--- src/rtl/pre_add_stage_pkg.sv ---
// Shared types and constants for the B-path pre-adder stage.
package pre_add_stage_pkg;

  localparam int DATA_W = 18;

  // Positions of the relevant bits within a full DSP opmode word.
  localparam int OPMODE_PRE_BIT = 4;
  localparam int OPMODE_SUB_BIT = 6;

  typedef logic [DATA_W-1:0] data_t;

  typedef struct packed {
    logic sub;      // opmode[6]: 1 = D-B, 0 = D+B
    logic use_pre;  // opmode[4]: 1 = forward pre-adder, 0 = forward B
  } opmode_t;

  // Unsigned modulo-2^DATA_W add/subtract; carry and borrow are dropped.
  function automatic data_t pre_add(input data_t a, input data_t b, input logic sub);
    return sub ? data_t'(a - b) : data_t'(a + b);
  endfunction

endpackage

--- src/rtl/pre_add_stage_reg_mux.sv ---
// Optional pipeline register: sync reset, clock enable, and a static bypass select.
module reg_mux #(
  parameter int W   = 18,
  parameter bit REG = 1'b1
) (
  input  logic         clk,
  input  logic         rst,
  input  logic         ce,
  input  logic [W-1:0] din,
  output logic [W-1:0] dout
);

  logic [W-1:0] q;

  // NOTE: non-blocking assignment so every stage samples its neighbours'
  // pre-edge values; reset is tested first so it overrides the enable.
  always_ff @(posedge clk) begin
    if (rst) begin
      q <= '0;
    end else if (ce) begin
      q <= din;
    end
  end

  // The select is a constant, so the unused register is trimmed in bypass mode
  // and rst never reaches the bypassed path.
  assign dout = REG ? q : din;

endmodule

--- src/rtl/pre_add_stage.sv ---
// DSP B-path front end: optional D/B/opmode registers, pre-adder, B1 output register.
module pre_add_stage
  import pre_add_stage_pkg::*;
#(
  parameter int DREG      = 1,
  parameter int B0REG     = 1,
  parameter int OPMODEREG = 1,
  parameter int B1REG     = 1
) (
  input  logic              clk,
  input  logic              rst,
  input  logic              ced,
  input  logic              ceb,
  input  logic              ceopmode,
  input  logic [DATA_W-1:0] d,
  input  logic [DATA_W-1:0] b,
  input  logic              opmode6,
  input  logic              opmode4,
  output logic [DATA_W-1:0] pre_out,
  output logic [DATA_W-1:0] b1_out
);

  data_t   d_s;
  data_t   b0_s;
  data_t   sel;
  opmode_t op_in;
  opmode_t op_s;

  assign op_in = '{sub: opmode6, use_pre: opmode4};

  reg_mux #(.W(DATA_W), .REG(DREG != 0)) u_dreg (
    .clk(clk), .rst(rst), .ce(ced), .din(d), .dout(d_s)
  );

  reg_mux #(.W(DATA_W), .REG(B0REG != 0)) u_b0reg (
    .clk(clk), .rst(rst), .ce(ceb), .din(b), .dout(b0_s)
  );

  // Both opcode bits share one register so they stay aligned with each other.
  reg_mux #(.W($bits(opmode_t)), .REG(OPMODEREG != 0)) u_opreg (
    .clk(clk), .rst(rst), .ce(ceopmode), .din(op_in), .dout(op_s)
  );

  assign pre_out = pre_add(d_s, b0_s, op_s.sub);
  assign sel     = op_s.use_pre ? pre_out : b0_s;

  reg_mux #(.W(DATA_W), .REG(B1REG != 0)) u_b1reg (
    .clk(clk), .rst(rst), .ce(ceb), .din(sel), .dout(b1_out)
  );

endmodule

--- config.mk ---
export PLATFORM = sky130hd
export DESIGN_NAME = pre_add_stage
export DESIGN_NICKNAME = d
export VERILOG_FILES = /design/src/rtl/pre_add_stage_pkg.sv /design/src/rtl/pre_add_stage_reg_mux.sv /design/src/rtl/pre_add_stage.sv
export SDC_FILE = /design/constraint.sdc
export NUM_CORES = 1
export LEC_CHECK = 0
export CORE_UTILIZATION = 46
export CTS_CLUSTER_SIZE = 25
export DETAILED_ROUTE_END_ITERATION = 8
export GPL_TIMING_DRIVEN = 0
export PLACE_DENSITY = 0.86
export SLEW_MARGIN = 20
export SYNTH_ARGS = -nofsm -noshare
export SYNTH_HDL_FRONTEND = slang
export SYNTH_HIERARCHICAL = 1
export SYNTH_SLANG_ARGS = --single-unit
--- constraint.sdc ---
create_clock -name clk -period 6.5 [get_ports clk]
set_clock_uncertainty 0.05 [all_clocks]
set_input_delay 1.3 -clock clk [delete_from_list [all_inputs] [get_ports clk]]
set_output_delay 1.3 -clock clk [all_outputs]
set_load 0.05 [all_outputs]
==> flow_summary_export.csv <==
group,metric,value,unit
outcome,status,"completed",
pwr,power,1.20,mW
critical_path,worstPathRequired,5.15,ns
worst_hold_path,hold_class,"reg -> reg",
drt,vias,2914,
final_layout,stdcell_count,558,
logic_synthesis,syn_area,3430,sq um
cts,cts_setup_buffers,0,
logic_synthesis,synth_top_area_share,32.7,%
critical_path,critPathLaunchType,"flop",
logic_synthesis,syn_nets,437,
logic_synthesis,ys_types,47,
critical_path,path_max_fanout,10,
logic_synthesis,synth_top_area_cell,"dfxtp_1",
cts,clock_path_buffers,2,
timing,period_needed,5.77,ns
cts,cts_root_buf,"clkbuf_8",
timing,slew-limit-headroom,65.1,%
placement,place_hpwl,6.54,mm
final_layout,area_growth,28.8,%
logic_synthesis,synthTopCellsByArea,"dfxtp_1 (33%), mux2i_1 (17%), nor2_1 (8.5%), ha_1 (6.6%), xnor2_1 (5.9%)",
cts,h-tree-depth,2,
floorplanning,ioPinCount,79,
global_route,antenna_found_initial,0,
final_layout,num-nets-final,520,
logic_synthesis,yosys_most_used_dff,"dfxtp_1",
floorplanning,initial_core_util,47.5,%
drt,drt_iter0_markers,190,
drt,drt_pass1_iterations,6,
timing,setup_tns,0,ns
timing,fmax,173,MHz
floorplanning,core,7210,sq um
placement,postPlaceCellArea,4310,sq um
drt,drc,0,
placement,io_buffers,76,
floorplanning,die_height,88.3,um
global_route,grt_pass1_wl,13.4,mm
floorplanning,dieArea,7800,sq um
timing,post-route-period-util,88.8,%
pwr,leakage,1.93,nW
logic_synthesis,syn_inst,375,
logic_synthesis,yosysSeqAreaShare,32.7,%
cts,clk_pin_slew_worst_paths,0.12,ns
timing,slew_viol_final,0,
pwr,ir_worst_vdd,0.233,mV
final_layout,drive_above_1_share,7.84,%
cts,cts_tree,"yes",
cts,clock_sinks,56,
placement,gp_congestion,0.873,
global_route,grt_use_total,22.1,%
cts,cts_hold_buf,0,
cts,cts-buffers-inserted,5,
critical_path,crit_path_end_kind,"primary output",
logic_synthesis,ys_async_sr_fraction,0,%
drt,drt_wl_total,8.29,mm
logic_synthesis,synth-seq-cells,56,
critical_path,cp.arrival,4.42,ns
pwr,powerDensity,271,nW/um^2
timing,timing.final.hold_violations,0,
global_route,grt_max_degree,21,
logic_synthesis,postSynthAreaPerCell,9.14,sq um
critical_path,r2r_slack,2.75,ns
floorplanning,die_x,88.3,um
logic_synthesis,yosysWarnings,6,
drt,wl_per_cell,14.9,um
logic_synthesis,yosysMostFrequentCell,"nor2_1",
global_route,grt_pass1_vias,2804,
critical_path,criticalPathCategory,"reg -> out",
final_layout,final_area,4410,sq um
logic_synthesis,synth_edf_count,0,
timing,setup_violations,0,
floorplanning,rows,31,
logic_synthesis,synthTopCellsByCount,"nor2_1 (78), mux2i_1 (59), dfxtp_1 (56)",
timing,worst_pin_slew,0.523,ns
run,drv_cap,0,
cts,clk_latency,0.32,ns
drt,vias_per_cell,5.22,
cts,ctsResizeCount,0,
timing,rsz0062_at_grt,"no",
drt,ant_nets,0,
global_route,grt_remaining_overflow,0,
final_layout,diodes,0,
placement,dp_cells,550,
## sequential cells by signal (all words and copies together) (netlist names)
signal        flops
u_b0reg/dout     18
u_opreg/dout      2
u_dreg/dout      18
u_b1reg/dout     18
## routing by layer
metal,track usage (%),wire length [um],vias to the layer above
met4,7.92,186,0
met2,35.6,3750,78
met5,0,0,-
li1,-,-,1473
met3,3.17,382,19
met1,30.3,3970,1344
## critical path: stages (launching register included)
cell and delay (ns):
dfxtp_1 0.36, clkbuf_1 0.30, clkbuf_1 0.41, mux2i_1 0.40, fa_1 0.33, a211oi_2 0.10, nor3_1 0.38, nor4_4 0.09
o31ai_2 0.39, o311a_1 0.26, nor2_1 0.07, xnor2_1 0.17, clkdlybuf4s50_1 0.83
## final cells by class
cell class | instances | area (sq um)
buffer | 17 | 143
clock inverter | 3 | 33.8
multi-input combinational | 295 | 2140
fill | 636 | 2800
clock buffer | 5 | 68.8
tap | 99 | 124
inverter | 7 | 26.3
timing repair buffer | 76 | 761
sequential | 56 | 1120
## cells in the final DEF, fill, tap and decap left out, types with 2 or more instances in the layout
cell             instances
nor2_1                  78
clkdlybuf4s50_1         76
mux2i_1                 59
dfxtp_1                 56
xnor2_1                 23
ha_1                    18
a21oi_1                 16
nand2_1                 12
mux2_2                  12
o21ai_0                  8
xor2_1                   8
inv_1                    7
clkbuf_1                 5
nor3_1                   5
clkbuf_8                 5
a31oi_1                  4
nand2b_1                 4
a21o_1                   4
nor2b_1                  4
nand3_1                  4
nor4_1                   3
o2111ai_1                3
o21ai_1                  3
nand3b_1                 3
clkbuf_2                 3
buf_2                    3
buf_6                    3
buf_12                   3
or3_1                    2
o21a_1                   2
and2_1                   2
## worst paths after layout
| kind | start | end | cells after the start |
|---|---|---|---|
| worst min register to register | u_b1reg/dout[14] | u_b1reg/dout[14] | 2 |
| worst max-delay path | u_opreg/dout[1] | pre_out[16] | 12 |
| worst min-delay path | u_b1reg/dout[14] | u_b1reg/dout[14] | 2 |
| worst max register to register | u_opreg/dout[1] | u_b1reg/dout[16] | 13 |
## where the power goes
group | leakage (nW) | switching [mW] | total, mW | internal (mW)
clock network | 0.0515 | 0.127 | 0.208 | 0.0814
logic | 1.41 | 0.375 | 0.604 | 0.230
registers | 0.461 | 0.0192 | 0.384 | 0.365
## cell families (layout without fill, tap and decap cells)
| logic type | count (synthesis) | count (layout) | synth area share (%) |
|---|---|---|---|
| AOI/OAI and AO/OA | 50 | 50 | 9.35 |
| xor gates and xnor gates | 32 | 32 | 8.40 |
| adders and majority gates | 19 | 19 | 7.16 |
| buffers and inverters | 24 | 108 | 4.93 |
| DFF | 56 | 56 | 32.7 |
| muxes | 72 | 72 | 21.5 |
| and+or+nand+nor | 122 | 122 | 16.0 |
## through the flow
step | worst slack, ns | hold slack (ns) | util (%)
3_3_place_gp | 1.17 | 0.430 | 59.8
5_1_grt | 0.430 | 0.491 | 61.2
6_report | 0.725 | 0.460 | 61.2
4_1_cts | 0.739 | 0.465 | 61.2
3_5_place_dp | 1.15 | 0.435 | 59.8
2_1_floorplan | 1.84 | 0.408 | -
(Power assumes the default switching activity.)
